`config.mk`:
```
export PLATFORM = sky130hd
export DESIGN_NAME = id_ex_stage_flat
export DESIGN_NICKNAME = d
export VERILOG_FILES = /design/src/rtl/mips_pkg.sv /design/src/rtl/id_ex_stage_if.sv /design/src/rtl/hazard_detect.sv /design/src/rtl/id_ex_stage.sv /design/src/flat_wrapper.sv
export SDC_FILE = /design/constraint.sdc
export NUM_CORES = 1
export LEC_CHECK = 0
export ABC_AREA = 1
export CAP_MARGIN = 20
export CORE_UTILIZATION = 43
export CTS_BUF_LIST = sky130_fd_sc_hd__clkbuf_2 sky130_fd_sc_hd__clkbuf_4 sky130_fd_sc_hd__clkbuf_8
export DETAILED_ROUTE_END_ITERATION = 8
export PLACE_DENSITY = 0.83
export SETUP_SLACK_MARGIN = 0.05
export SLEW_MARGIN = 20
export SYNTH_ARGS = -nofsm -noshare
export SYNTH_HDL_FRONTEND = slang
export SYNTH_SLANG_ARGS = --single-unit
```
`constraint.sdc`:
```
create_clock -name clk -period 6.5 [get_ports clk]
set_input_delay 0.975 -clock clk [delete_from_list [all_inputs] [get_ports clk]]
set_output_delay 0.975 -clock clk [all_outputs]
set_load 0.02 [all_outputs]
```
`src/rtl/mips_pkg.sv`:
```
// Shared MIPS pipeline types: branch/opcode constants and the control bundle
// that travels from the control unit through ID/EX.
package mips_pkg;

  localparam logic [1:0] BR_NONE = 2'd0;
  localparam logic [1:0] BR_JMP  = 2'd1;
  localparam logic [1:0] BR_BNE  = 2'd2;
  localparam logic [1:0] BR_BEZ  = 2'd3;

  localparam logic [5:0] OP_NOP = 6'd0;
  localparam logic [5:0] OP_LD  = 6'd36;
  localparam logic [5:0] OP_ST  = 6'd37;

  typedef struct packed {
    logic [3:0] exec_cmd;
    logic       mem_read;
    logic       mem_write;
    logic       wb_en;
    logic       is_imm;
    logic [1:0] branch_type;
  } ctrl_t;

  // Zeroes the control bundle when the slot does not hold a real instruction.
  function automatic ctrl_t ctrl_gate(input ctrl_t c, input logic en);
    ctrl_gate = en ? c : '0;
  endfunction

endpackage

```
`src/rtl/id_ex_stage_if.sv`:
```
// ID -> EX bus: decoded instruction fields in, registered EX fields out.
// Ports: master drives id_* / reads ex_*; slave (the stage) the reverse.
interface id_ex_stage_if #(
  parameter int DATA_W     = 32,
  parameter int REG_ADDR_W = 5
);

  logic                  id_valid;
  logic [5:0]            id_opcode;
  logic [3:0]            id_exec_cmd;
  logic                  id_mem_read;
  logic                  id_mem_write;
  logic                  id_wb_en;
  logic                  id_is_imm;
  logic [1:0]            id_branch_type;
  logic [REG_ADDR_W-1:0] id_src1;
  logic [REG_ADDR_W-1:0] id_src2;
  logic [REG_ADDR_W-1:0] id_dest;
  logic [DATA_W-1:0]     id_val1;
  logic [DATA_W-1:0]     id_val2;
  logic [DATA_W-1:0]     id_imm;
  logic [DATA_W-1:0]     id_pc;

  logic                  ex_valid;
  logic [3:0]            ex_exec_cmd;
  logic                  ex_mem_read;
  logic                  ex_mem_write;
  logic                  ex_wb_en;
  logic                  ex_is_imm;
  logic [1:0]            ex_branch_type;
  logic [REG_ADDR_W-1:0] ex_src1;
  logic [REG_ADDR_W-1:0] ex_src2;
  logic [REG_ADDR_W-1:0] ex_dest;
  logic [DATA_W-1:0]     ex_val1;
  logic [DATA_W-1:0]     ex_val2;
  logic [DATA_W-1:0]     ex_imm;
  logic [DATA_W-1:0]     ex_pc;

  modport master (
    output id_valid, id_opcode, id_exec_cmd,
    output id_mem_read, id_mem_write,
    output id_wb_en, id_is_imm, id_branch_type,
    output id_src1, id_src2, id_dest,
    output id_val1, id_val2, id_imm, id_pc,
    input  ex_valid, ex_exec_cmd,
    input  ex_mem_read, ex_mem_write,
    input  ex_wb_en, ex_is_imm, ex_branch_type,
    input  ex_src1, ex_src2, ex_dest,
    input  ex_val1, ex_val2, ex_imm, ex_pc
  );

  modport slave (
    input  id_valid, id_opcode, id_exec_cmd,
    input  id_mem_read, id_mem_write,
    input  id_wb_en, id_is_imm, id_branch_type,
    input  id_src1, id_src2, id_dest,
    input  id_val1, id_val2, id_imm, id_pc,
    output ex_valid, ex_exec_cmd,
    output ex_mem_read, ex_mem_write,
    output ex_wb_en, ex_is_imm, ex_branch_type,
    output ex_src1, ex_src2, ex_dest,
    output ex_val1, ex_val2, ex_imm, ex_pc
  );

endinterface

```
`src/rtl/hazard_detect.sv`:
```
// Load-use hazard detector (combinational). Inputs: ID operand usage info and
// the EX load's dest; output: o_hazard_stall, masked while a flush is in flight.
module hazard_detect
  import mips_pkg::*;
#(
  parameter int REG_ADDR_W = 5
) (
  input  logic                  i_id_valid,
  input  logic [5:0]            i_id_opcode,
  input  logic                  i_id_is_imm,
  input  logic                  i_id_mem_write,
  input  logic [1:0]            i_id_branch_type,
  input  logic [REG_ADDR_W-1:0] i_id_src1,
  input  logic [REG_ADDR_W-1:0] i_id_src2,
  input  logic                  i_ex_valid,
  input  logic                  i_ex_mem_read,
  input  logic [REG_ADDR_W-1:0] i_ex_dest,
  input  logic                  i_flush,
  output logic                  o_hazard_stall
);

  logic w_real;
  logic w_src1_used;
  logic w_src2_used;
  logic w_ld_live;
  logic w_hit1;
  logic w_hit2;

  assign w_real = i_id_valid && (i_id_opcode != OP_NOP);

  // JMP carries only an immediate target.
  assign w_src1_used = w_real && (i_id_branch_type != BR_JMP);

  // Stores and BNE read src2 even though is_imm is set.
  assign w_src2_used = w_real
    && (!i_id_is_imm || i_id_mem_write
        || (i_id_branch_type == BR_BNE));

  // R0 is hardwired zero, never a real producer.
  assign w_ld_live = i_ex_valid && i_ex_mem_read
    && (i_ex_dest != '0);

  assign w_hit1 = w_src1_used && (i_id_src1 == i_ex_dest);
  assign w_hit2 = w_src2_used && (i_id_src2 == i_ex_dest);

  assign o_hazard_stall = !i_flush && w_ld_live
    && (w_hit1 || w_hit2);

endmodule

```
`src/rtl/id_ex_stage.sv`:
```
// ID/EX pipeline register with load-use stall, flush, freeze and a saturating
// bubble counter. Ports: clk, rst, freeze, flush, bus, hazard_stall, bubble_count.
module id_ex_stage
  import mips_pkg::*;
#(
  parameter int DATA_W     = 32,
  parameter int REG_ADDR_W = 5,
  parameter int CNT_W      = 16
) (
  input  logic             clk,
  input  logic             rst,
  input  logic             freeze,
  input  logic             flush,
  id_ex_stage_if.slave     bus,
  output logic             hazard_stall,
  output logic [CNT_W-1:0] bubble_count
);

  localparam logic [CNT_W-1:0] CNT_MAX = '1;
  localparam logic [CNT_W-1:0] CNT_ONE =
    {{(CNT_W-1){1'b0}}, 1'b1};

  logic                  r_valid;
  ctrl_t                 r_ctrl;
  logic [REG_ADDR_W-1:0] r_src1;
  logic [REG_ADDR_W-1:0] r_src2;
  logic [REG_ADDR_W-1:0] r_dest;
  logic [DATA_W-1:0]     r_val1;
  logic [DATA_W-1:0]     r_val2;
  logic [DATA_W-1:0]     r_imm;
  logic [DATA_W-1:0]     r_pc;
  logic [CNT_W-1:0]      r_bubbles;

  ctrl_t w_id_ctrl;
  logic  w_stall;

  assign w_id_ctrl = {
    bus.id_exec_cmd,
    bus.id_mem_read,
    bus.id_mem_write,
    bus.id_wb_en,
    bus.id_is_imm,
    bus.id_branch_type
  };

  hazard_detect #(
    .REG_ADDR_W (REG_ADDR_W)
  ) u_hazard (
    .i_id_valid       (bus.id_valid),
    .i_id_opcode      (bus.id_opcode),
    .i_id_is_imm      (bus.id_is_imm),
    .i_id_mem_write   (bus.id_mem_write),
    .i_id_branch_type (bus.id_branch_type),
    .i_id_src1        (bus.id_src1),
    .i_id_src2        (bus.id_src2),
    .i_ex_valid       (r_valid),
    .i_ex_mem_read    (r_ctrl.mem_read),
    .i_ex_dest        (r_dest),
    .i_flush          (flush),
    .o_hazard_stall   (w_stall)
  );

  always_ff @(posedge clk or posedge rst) begin
    if (rst) begin
      r_valid   <= 1'b0;
      r_ctrl    <= '0;
      r_src1    <= '0;
      r_src2    <= '0;
      r_dest    <= '0;
      r_val1    <= '0;
      r_val2    <= '0;
      r_imm     <= '0;
      r_pc      <= '0;
      r_bubbles <= '0;
    end else if (!freeze) begin
      if (flush || w_stall) begin
        r_valid <= 1'b0;
        r_ctrl  <= '0;
        r_src1  <= '0;
        r_src2  <= '0;
        r_dest  <= '0;
        r_val1  <= '0;
        r_val2  <= '0;
        r_imm   <= '0;
        r_pc    <= '0;
        // w_stall is already 0 under flush, so only
        // load-use bubbles reach the counter.
        if (w_stall && (r_bubbles != CNT_MAX))
          r_bubbles <= r_bubbles + CNT_ONE;
      end else begin
        r_valid <= bus.id_valid;
        r_ctrl  <= ctrl_gate(w_id_ctrl, bus.id_valid);
        r_src1  <= bus.id_src1;
        r_src2  <= bus.id_src2;
        r_dest  <= bus.id_dest;
        r_val1  <= bus.id_val1;
        r_val2  <= bus.id_val2;
        r_imm   <= bus.id_imm;
        r_pc    <= bus.id_pc;
      end
    end
  end

  assign bus.ex_valid       = r_valid;
  assign bus.ex_exec_cmd    = r_ctrl.exec_cmd;
  assign bus.ex_mem_read    = r_ctrl.mem_read;
  assign bus.ex_mem_write   = r_ctrl.mem_write;
  assign bus.ex_wb_en       = r_ctrl.wb_en;
  assign bus.ex_is_imm      = r_ctrl.is_imm;
  assign bus.ex_branch_type = r_ctrl.branch_type;
  assign bus.ex_src1        = r_src1;
  assign bus.ex_src2        = r_src2;
  assign bus.ex_dest        = r_dest;
  assign bus.ex_val1        = r_val1;
  assign bus.ex_val2        = r_val2;
  assign bus.ex_imm         = r_imm;
  assign bus.ex_pc          = r_pc;

  assign hazard_stall = w_stall;
  assign bubble_count = r_bubbles;

endmodule

```
`src/flat_wrapper.sv`:
```
// flat-port wrapper written by rule: the top's interface ports become plain ports
module id_ex_stage_flat import mips_pkg::*;
#(
  parameter int DATA_W     = 32,
  parameter int REG_ADDR_W = 5,
  parameter int CNT_W      = 16
)
  (clk, rst, freeze, flush, hazard_stall, bubble_count, bus_id_valid, bus_id_opcode, bus_id_exec_cmd, bus_id_mem_read, bus_id_mem_write, bus_id_wb_en, bus_id_is_imm, bus_id_branch_type, bus_id_src1, bus_id_src2, bus_id_dest, bus_id_val1, bus_id_val2, bus_id_imm, bus_id_pc, bus_ex_valid, bus_ex_exec_cmd, bus_ex_mem_read, bus_ex_mem_write, bus_ex_wb_en, bus_ex_is_imm, bus_ex_branch_type, bus_ex_src1, bus_ex_src2, bus_ex_dest, bus_ex_val1, bus_ex_val2, bus_ex_imm, bus_ex_pc);
  id_ex_stage_if #(.DATA_W(DATA_W), .REG_ADDR_W(REG_ADDR_W)) bus_i ();
  input  logic clk;
  input  logic rst;
  input  logic freeze;
  input  logic flush;
  output logic hazard_stall;
  output logic [CNT_W-1:0] bubble_count;
  input wire logic [$bits(bus_i.id_valid)-1:0] bus_id_valid;
  input wire logic [$bits(bus_i.id_opcode)-1:0] bus_id_opcode;
  input wire logic [$bits(bus_i.id_exec_cmd)-1:0] bus_id_exec_cmd;
  input wire logic [$bits(bus_i.id_mem_read)-1:0] bus_id_mem_read;
  input wire logic [$bits(bus_i.id_mem_write)-1:0] bus_id_mem_write;
  input wire logic [$bits(bus_i.id_wb_en)-1:0] bus_id_wb_en;
  input wire logic [$bits(bus_i.id_is_imm)-1:0] bus_id_is_imm;
  input wire logic [$bits(bus_i.id_branch_type)-1:0] bus_id_branch_type;
  input wire logic [$bits(bus_i.id_src1)-1:0] bus_id_src1;
  input wire logic [$bits(bus_i.id_src2)-1:0] bus_id_src2;
  input wire logic [$bits(bus_i.id_dest)-1:0] bus_id_dest;
  input wire logic [$bits(bus_i.id_val1)-1:0] bus_id_val1;
  input wire logic [$bits(bus_i.id_val2)-1:0] bus_id_val2;
  input wire logic [$bits(bus_i.id_imm)-1:0] bus_id_imm;
  input wire logic [$bits(bus_i.id_pc)-1:0] bus_id_pc;
  output wire logic [$bits(bus_i.ex_valid)-1:0] bus_ex_valid;
  output wire logic [$bits(bus_i.ex_exec_cmd)-1:0] bus_ex_exec_cmd;
  output wire logic [$bits(bus_i.ex_mem_read)-1:0] bus_ex_mem_read;
  output wire logic [$bits(bus_i.ex_mem_write)-1:0] bus_ex_mem_write;
  output wire logic [$bits(bus_i.ex_wb_en)-1:0] bus_ex_wb_en;
  output wire logic [$bits(bus_i.ex_is_imm)-1:0] bus_ex_is_imm;
  output wire logic [$bits(bus_i.ex_branch_type)-1:0] bus_ex_branch_type;
  output wire logic [$bits(bus_i.ex_src1)-1:0] bus_ex_src1;
  output wire logic [$bits(bus_i.ex_src2)-1:0] bus_ex_src2;
  output wire logic [$bits(bus_i.ex_dest)-1:0] bus_ex_dest;
  output wire logic [$bits(bus_i.ex_val1)-1:0] bus_ex_val1;
  output wire logic [$bits(bus_i.ex_val2)-1:0] bus_ex_val2;
  output wire logic [$bits(bus_i.ex_imm)-1:0] bus_ex_imm;
  output wire logic [$bits(bus_i.ex_pc)-1:0] bus_ex_pc;
  assign bus_i.id_valid = bus_id_valid;
  assign bus_i.id_opcode = bus_id_opcode;
  assign bus_i.id_exec_cmd = bus_id_exec_cmd;
  assign bus_i.id_mem_read = bus_id_mem_read;
  assign bus_i.id_mem_write = bus_id_mem_write;
  assign bus_i.id_wb_en = bus_id_wb_en;
  assign bus_i.id_is_imm = bus_id_is_imm;
  assign bus_i.id_branch_type = bus_id_branch_type;
  assign bus_i.id_src1 = bus_id_src1;
  assign bus_i.id_src2 = bus_id_src2;
  assign bus_i.id_dest = bus_id_dest;
  assign bus_i.id_val1 = bus_id_val1;
  assign bus_i.id_val2 = bus_id_val2;
  assign bus_i.id_imm = bus_id_imm;
  assign bus_i.id_pc = bus_id_pc;
  assign bus_ex_valid = bus_i.ex_valid;
  assign bus_ex_exec_cmd = bus_i.ex_exec_cmd;
  assign bus_ex_mem_read = bus_i.ex_mem_read;
  assign bus_ex_mem_write = bus_i.ex_mem_write;
  assign bus_ex_wb_en = bus_i.ex_wb_en;
  assign bus_ex_is_imm = bus_i.ex_is_imm;
  assign bus_ex_branch_type = bus_i.ex_branch_type;
  assign bus_ex_src1 = bus_i.ex_src1;
  assign bus_ex_src2 = bus_i.ex_src2;
  assign bus_ex_dest = bus_i.ex_dest;
  assign bus_ex_val1 = bus_i.ex_val1;
  assign bus_ex_val2 = bus_i.ex_val2;
  assign bus_ex_imm = bus_i.ex_imm;
  assign bus_ex_pc = bus_i.ex_pc;
  id_ex_stage #(.DATA_W(DATA_W), .REG_ADDR_W(REG_ADDR_W), .CNT_W(CNT_W)) u_core (.clk(clk), .rst(rst), .freeze(freeze), .flush(flush), .bus(bus_i), .hazard_stall(hazard_stall), .bubble_count(bubble_count));
endmodule
```
# Yosys cells after proc, flatten, opt, wreduce, memory -nomap -nowiden
# Index checks and enable logic that the tools add are counted.
# totals
register_bits	170
latchBits	0
mem_bits_rw	0
rom_bits	0
inputBits	164
out_inout_bits	171
wordCells	51
n_memories	0
# op_classes
add_sub_neg	1
multipliers	0
div	0
n_lt_le_gt_ge	0
n_eq_ne	5
shift	0
mux	10
bitwise_logic	1
n_reduce_logical	19
# ops
op	count
$mux W32	4
$mux W10	2
$add A16 B1 Y16 const B	1
$ne A16 B16 Y1 const B	1
$mux W5	3
$eq A5 B5 Y1	2
$logic_and A1 B1 Y1	10
$reduce_bool A6 Y1	1
$reduce_bool A5 Y1	1
$logic_or A1 B1 Y1	4
$reduce_and A3 Y1	1
$eq A2 B2 Y1 const B	1
$logic_not A1 Y1	2
$ne A2 B1 Y1 const B	1
$mux W1	1
$not A1 Y1	1

# Logic depth before layout (Yosys ltp)
# Gate-level depths: netlist of the first run.
# logic_depth
word_depth	9
ltp_mapped	11

# Cells and area by module
# Synthesis of the first run repeated with hierarchy kept, for this count alone.
# hier_totals
cells_unflattened	576
hier_area_um2	6690.2
# by_module_without_submodules
module	n_inst	cells_per_inst	area_each_um2	seq_area_each_um2
id_ex_stage	1	508	6398.6	4254.1
hazard_detect	1	68	291.5	0.0

# Least setup slack after synthesis of the first run
# Ideal clock, no wire load.
# synth_timing
path_kind	input port to output port
startpoint	input port flush
endpoint	output port hazard_stall
t_arrival_ns	1.889
required_ns	5.525
path_slack_ns	3.636
cell_stages	7
n_path_buf	2
path_cell_list	nor3_1 nand3_1 nor2_4 nand2_2 buf_6 buf_6 inv_1
# synth_via
elab_chain_cells	3
# synth_lines
element	line	text
from (decl)	flat_wrapper.sv:13	input logic flush;
$logic_not A1 Y1	hazard_detect.sv:46	assign o_hazard_stall = !i_flush && w_ld_live
$logic_and A1 B1 Y1	hazard_detect.sv:46	
$logic_and A1 B1 Y1	hazard_detect.sv:47	&& (w_hit1 || w_hit2);
to (decl)	flat_wrapper.sv:14	output logic hazard_stall;
# No other way between the ends.

# Worst setup path after layout of the first run
# layout_timing
startpoint	input port bus_id_valid
endpoint	output port hazard_stall
# layout_via
elab_chain_cells	5
word_cells_on_any_way	7
# layout_lines
element	line	text
from (decl)	flat_wrapper.sv:16	input wire logic [$bits(bus_i.id_valid)-1:0] bus_id_valid;
$logic_and A1 B1 Y1 *	hazard_detect.sv:29	assign w_real = i_id_valid && (i_id_opcode != OP_NOP);
$logic_and A1 B1 Y1, on equally long branches	hazard_detect.sv:32, hazard_detect.sv:36	
$logic_and A1 B1 Y1, on equally long branches	hazard_detect.sv:43, hazard_detect.sv:44	
$logic_or A1 B1 Y1 *	hazard_detect.sv:47	
$logic_and A1 B1 Y1 *	hazard_detect.sv:47	
# Mark *: on every way between the ends. The rest lies on a longest branch, timed or not.

==> results of run 1 <==
flip-flops by register name, summed over array words and instances (netlist names):
name,flops
u_core.bubble_count,16
u_core.bus.ex_branch_type,2
u_core.bus.ex_dest,5
u_core.bus.ex_exec_cmd,4
u_core.bus.ex_imm,32
u_core.bus.ex_is_imm,1
u_core.bus.ex_mem_read,1
u_core.bus.ex_mem_write,1
u_core.bus.ex_pc,32
u_core.bus.ex_src1,5
u_core.bus.ex_src2,5
u_core.bus.ex_val1,32
u_core.bus.ex_val2,32
u_core.bus.ex_valid,1
u_core.bus.ex_wb_en,1
routing by layer:
layer  track usage  wire (um)  up-vias
li1              -          -     3337
met1         0.328       9130     3298
met2         0.421      11200      270
met3        0.0640       1540       46
met4         0.116        697        2
met5             0         11        -
cell type report:
type,instances,area (um2)
Antenna cell,2,5.00
Clock buffer,19,255
Clock inverter,12,138
Fill cell,1368,5530
Inverter,33,131
Multi-Input combinational cell,604,2680
Sequential cell,170,4250
Tap cell,220,275
Timing Repair Buffer,339,3380
worst min path at each step:
stage	slack, ps	to	cells after the start	startpoint
global placement	460	u_core.bus.ex_val1[14]	2	u_core.bus.ex_val1[14]
CTS	490	u_core.bus.ex_val2[24]	2	u_core.bus.ex_val2[24]
floorplan	590	u_core.bus.ex_val1[14]	2	u_core.bus.ex_val1[14]
finish	480	u_core.bus.ex_val1[14]	2	u_core.bus.ex_val1[14]
detailed placement	460	u_core.bus.ex_imm[10]	2	u_core.bus.ex_imm[10]
global route	500	u_core.bus.ex_val2[1]	2	u_core.bus.ex_val2[1]
synth_stat cells, drive strengths merged:
cell type | instances | area (um2)
o21ai | 14 | 70.1
nor3 | 8 | 50.1
nand2 | 382 | 1470
dfrtp | 170 | 4250
or2 | 1 | 6.26
xnor2 | 5 | 43.8
ha | 1 | 12.5
nand4 | 13 | 87.6
buf | 33 | 240
inv | 33 | 124
o22ai | 1 | 6.26
nor2 | 20 | 97.6
nand3 | 151 | 761
clkbuf | 18 | 67.6
xor2 | 8 | 70.1
metrics by stage:
step | worst slack, ps | area (um2) | hold slack [ps]
after floorplan | 922 | 7360 | 590
after global placement | 2120 | 10700 | 457
after detailed placement | 2020 | 10700 | 464
after CTS | 2020 | 11100 | 487
after global routing | 1770 | 11100 | 503
final | 2000 | 11100 | 482
worst max-delay path, delay by kind of cell:
family | cells | cell delay, ps
and+or+nand+nor | 4 | 880
buffers and inverters | 4 | 1620
cell families (layout without fill, tap and decap cells):
family	after synthesis	count (layout)	synth area share
AND/OR/NAND/NOR	575	575	0.336
flip-flops	170	170	0.578
buffers and inverters	84	403	0.0587
AO/OA/AOI/OAI	15	15	0.0104
XOR/XNOR	13	13	0.0155
adder cells (fa/ha/maj)	1	1	0.00170
other	0	2	0
power breakdown:
group          leakage, nW  switching, mW  internal (mW)
Combinational         3.00          0.252          0.249
Sequential            2.23         0.0436           1.13
Clock                0.197          0.398          0.358
==> impl_summary.md, run 1 <==
Clocking
The number of clock buffers added by TritonCTS is 17. The deepest level of the CTS H-tree is 4. The clock-pin transition on the worst setup and hold timing paths is 80 ps. The maximum buffer depth of the clock tree is 2. Post-CTS timing repair inserted 0 buffers for setup.

The count of clock tree sinks is 170. TritonCTS built the clock tree. Clock latency on the worst-skew pair, taken at its later pin, is roughly 460 ps. The root buffer cell chosen for the clock tree is sky130_fd_sc_hd__clkbuf_8. The total of hold buffers inserted after clock tree synthesis is 0.

The post-cts sizing count is 0.

GRT
The number of global-route vias before repair is 6729. The maximum number of pins on one net before global-route repair is between 100 and 150. The initial antenna violation count came to 3. The global routing usage summed across all routing layers is 0.259. The first-pass GRT wire length is 35700 um. The remaining global-route overflow is 0.

Timing
The final critical path time including I/O delays and setup is between 4000 and 5000 ps. Setup violations remaining at the end of the flow were counted as 0. The total count of max-transition violations in the final report is 0.

The headroom to the max-slew limit is 0.451. In the finished design, the share of the clock period the worst path needs comes to 0.693. The measured slew at the worst slew-check pin is just over 800 ps. Between clock sinks in the finished design, the worst skew comes to 10.2 ps.

Derived from the worst setup path, the maximum achievable clock frequency is 0.222 GHz. The final count of hold timing violations is 0. Setup repair after global routing left no endpoint under its margin. Setup total negative slack on the finished layout was measured at 0 ps.

Floorplanning
335 I/O pins were placed. The initial cell density of the core is 0.442. The die width is 133 um. The number of rows in the core area is 47. The area of the die is about 18000 um2.

The placeable core area is 16600 um2. In this run the vertical extent of the chip is 133 um.

Detailed routing
The routed via count divided by cell count is a little under 5. The routed layout has 6953 vias. For this block, the initial DRC count from the detailed router was ~430.

The first detailed-routing pass took 5 iterations. In the final routed layout, each cell accounts on average for 16.1 um. The residual DRC count is 0. The post-detailed-route count of antenna-violating nets is 0.

The total length of routed wires is between 20000 and 25000 um.

Setup path
In this run the worst setup path begins at bus_id_valid. In this run the worst setup path terminates at hazard_stall. STA classifies the critical path endpoint as a primary output. On the worst path, the slowest cell contributes a delay of 710 ps. Measured in cells, the most critical reg-to-reg path has a length of 8.

The startpoint identified for the worst register-to-register timing path is u_core.bus.ex_dest[3]. The element type at the critical path start is a primary input. Among all stages on the critical path, the largest delay is contributed by sky130_fd_sc_hd__clkdlybuf4s50_1.

The critical path data arrival time is 3530 ps. For the worst setup path, the data required time is around 5500 ps. The endpoint identified for the worst register-to-register timing path is u_core.bus.ex_val1[30]. The signal on the critical path passes through clkdlybuf4s50_1, inv_1, nor3_1, nand3_1, nor2_4, nand2_4, inv_1, clkdlybuf4s50_1. The critical path class is in -> out. Setup slack on the worst reg-to-reg path comes out at 3710 ps.

The largest fanout on the critical path is a little under 70.

Placed design
The total of buffers placed on input and output ports is ~330. Detailed placement finished with a half-perimeter wire length of 15700 um. Once placement completed, the tool counted placed cells totaling between 1000 and 1500. Routability-driven placement finished with a final weighted congestion of around 0.8.

Synth
Averaged over all synthesized cells, the footprint is 8.57 um2. Summing every instance area after synthesis gives between 7000 and 8000 um2. Counting distinct cell types in the post-synthesis netlist gives 24. Synthesis produced between 800 and 900 cells. Of the synthesized area, sequential elements account for 0.578. The net count of the mapped netlist is 1023. Counting flops and latches in the post-synthesis netlist gives 170. The yosys synthesis warning count is 0.

Final layout
The utilization after layout is 0.668. In the layout the commonest cells are sky130_fd_sc_hd__nand2_1, sky130_fd_sc_hd__clkdlybuf4s50_1, sky130_fd_sc_hd__dfrtp_1. Relative to the synthesized area, the layout overhead comes to 51.1%. The layout net count is 1330. The library cell used most frequently in the layout, excluding fill and tap cells, is sky130_fd_sc_hd__nand2_1.

The non-filler instance count after layout is 1399. In the final layout, the share of cells above drive strength 1 is 0.0535.

Flow run
The tool flagged a number of max-cap violations equal to 0.

Min path
The class of the worst hold path is reg -> reg.

Outcome
The flow ran to the end, and the final reports show no timing, DRC or antenna violations.

Pwr
The completed layout was analyzed and its total power is ~2.4 mW. For this design the ratio of total power to cell area is 219 nW/um2. The worst-case IR drop observed on VDD is 0.117 mV. Summed over all cells, the static leakage comes to 5.43 nW.
No activity file was read; power rests on OpenSTA's default activity.
==> run 2, diff against run 1 <==
CORE_UTILIZATION = 39   (was 43)
PLACE_DENSITY = 0.79   (was 0.83)
clock period = 3.66 ns   (was 6.5 ns; I/O delays follow)
==> run 2 against run 1 <==
Effect of this change:
- sequential power grew 78%
- register-to-register slack lost 2500 ps
- critical path type unchanged
- first-iteration DRC count shrank 23%
- cell count grew 0.79%
- worst setup slack lost 1300 ps
- flip-flop and latch count is the same
==> impl_summary.md, run 2 (same netlist as run 1, synthesis figures left out) <==
Outcome
The run finished with clean final reports.

GRT
The first-pass GRT wire length is ~36000 um. The initial antenna violation count was 0. Summed over all layers, the global routing overflow is 0. The number of global-route vias before repair was around 6700. Entering global routing, the biggest net connects 171 pins.

The global routing usage summed across all routing layers is 0.234.

Timing
The fraction of the cycle the final worst path needs is 0.807. The final count of hold timing violations is 0. The worst-case clock skew is 12.8 ps. Static timing analysis puts the maximum clock frequency at 0.338 GHz.

Adding up every negative setup slack in the final design gives 0 ps. The total of endpoints with negative setup slack in the final report is 0. Setup repair after global routing left no endpoint under its margin. Subtracting the final worst setup slack from the clock period gives 2950 ps. The measured slew at the worst slew-check pin is 925 ps. The worst pin sits at a relative slew slack of 0.383.

The total count of max-transition violations in the final report is 0.

Setup path
The worst reg-to-reg path cell count is 8. The endpoint identified for the worst register-to-register timing path is u_core.bus.ex_src2[2]. Data on the critical path arrives at its endpoint at 2410 ps. The reg-to-reg startpoint is u_core.bus.ex_dest[2]. The critical path in this run is classified as in -> out. The worst register-to-register path has a setup slack of approximately 1300 ps.

In this run the worst path has a maximum fanout of 3. The worst setup path is launched from a primary input. The type of element capturing the critical path is a primary output.

The required time of the critical path is 3110 ps.

Final layout
In the final layout, the share of cells above drive strength 1 is 0.0567. For this run, the post-layout net count is 1333. The library cells used most frequently in the layout, excluding fill and tap cells, are sky130_fd_sc_hd__nand2_1, sky130_fd_sc_hd__clkdlybuf4s50_1, sky130_fd_sc_hd__dfrtp_1.

The synthesis-to-finish area growth is 51.4%. Leaving out fill and tap cells, the most frequent cell in the layout is sky130_fd_sc_hd__nand2_1. The final antenna diode count is 0.

Clocking
The tree built by TritonCTS fans out to 170 sinks. The clock-pin transition on the worst setup and hold timing paths is 90 ps. The maximum buffer depth of the clock tree is 2. The post-cts sizing count is 0.

In this run, post-CTS hold repair placed 0 buffers. Buffers added to address setup during post-CTS repair amount to 0. The H-tree generated during clock tree synthesis spans 4 levels.

The CTS buffer count is 17. The tree is rooted in a sky130_fd_sc_hd__clkbuf_8. The insertion delay of the later-clocked pin in the worst-skew pair is 450 ps. The CTS tree is done.

Placed design
After legalization and detailed placement, the total HPWL measured 15200 um. Routability-driven placement finished with a final weighted congestion of 0.818. During placement, the flow inserted port buffers numbering 334.

Floorplanning
In this run the vertical extent of the chip is 139 um. After floorplanning, the core was sized to cover 18200 um2. From left edge to right edge, the die measures about 140 um. For this configuration, the core starts out at a cell density of 0.404. The die covers 19400 um2. The count of boundary I/O pins is around 340.

The floorplan has 49 rows.

Detailed routing
The detailed router placed 6860 vias in this run. The post-detailed-route count of antenna-violating nets is 0. Dividing the detail-routed via count by the number of cells gives around 4.9. The wire length per cell is 15.8 um. The total iterations of the first detailed-routing run is 5.

The routed design has 22200 um of wire. For this run, design rule violations remaining after detail routing come to 0. The DRC violation total after the first TritonRoute iteration is 330.

Pwr
The power share of the sequential group is 0.483. The internal portion of total power is 3.02 mW. The share of total power dissipated in the clock network is 0.310. The overall power after layout is 4.31 mW. The analysis attributes to cell leakage a power of 5.45 nW. In this run the power density over the cells is 386 nW/um2. Of the total power, the share spent switching nets is 0.298. The power spent charging and discharging nets is 1.28 mW. The part of the total power dissipated in combinational logic is 0.207. The maximum vdd ir drop is approximately 0.22 mV.

Min path
The class of the worst hold path is reg -> reg. The startpoint identified for the worst hold timing path is u_core.bus.ex_val1[14]. The worst hold path passes through 2 cells. The terminating pin of the worst hold path is u_core.bus.ex_val1[14].

Flow run
The total of max-cap violations is 0.
-- run 2: changes by cell type in the layout (fill, tap and decap cells not counted), sizes merged --
cell,change
bufinv,-1
buf,+3
inv,+1
diode,-2
clkinv,+1
-- run 2: cell type report --
cell class	count	area [um2]
clock buffers	19	249
clock inverters	13	135
fillers	1576	7070
inverters	33	128
multi-input cells	604	2680
flip-flops and latches	170	4250
well taps	229	287
repair buffers	342	3410
-- run 2: critical path: stages --
cell                              delay (ps)
sky130_fd_sc_hd__clkdlybuf4s50_1         490
sky130_fd_sc_hd__inv_1                    60
sky130_fd_sc_hd__nand2_1                  50
sky130_fd_sc_hd__nand2_1                  50
sky130_fd_sc_hd__nor2_1                  180
sky130_fd_sc_hd__nand3_1                 120
sky130_fd_sc_hd__nand2_2                 140
sky130_fd_sc_hd__nand2_4                  70
sky130_fd_sc_hd__inv_1                    50
sky130_fd_sc_hd__clkdlybuf4s50_1         630
-- run 2: power by group through the flow --
stage	registers (mW)	logic, mW	clock network (mW)
floorplan	2.27	0.212	0
global placement	2.11	0.887	0
detailed placement	2.11	0.898	0
CTS	2.08	0.900	1.36
global route	2.10	0.958	1.44
finish	2.08	0.890	1.34
-- run 2: how the worst max path moves through the flow --
stage          slack (ps)                   from                endpoint
2_1_floorplan         940                    rst  u_core.bubble_count[0]
3_3_place_gp          660  bus_id_branch_type[1]            hazard_stall
3_5_place_dp          700  bus_id_branch_type[1]            hazard_stall
4_1_cts               690  bus_id_branch_type[1]            hazard_stall
5_1_grt               610  bus_id_branch_type[1]            hazard_stall
6_report              710  bus_id_branch_type[1]            hazard_stall
-- run 2: per-stage QoR --
step	hold slack (ps)	utilization	worst slack (ps)	area (um2)	instances
floorplan	590	-	942	7360	858
global placement	461	0.591	656	10800	1378
detailed placement	463	0.591	696	10800	1378
CTS	485	0.612	690	11100	1410
global route	499	0.612	609	11100	1410
finish	482	0.612	705	11100	1410
-- run 2: per-layer routing --
layer | up-vias | part of all wire | GRT usage
met5 | - | 0 | 0
met4 | 0 | 0.018 | 0.0731
met3 | 30 | 0.084 | 0.0705
met2 | 275 | 0.48 | 0.375
met1 | 3212 | 0.42 | 0.304
li1 | 3343 | - | -
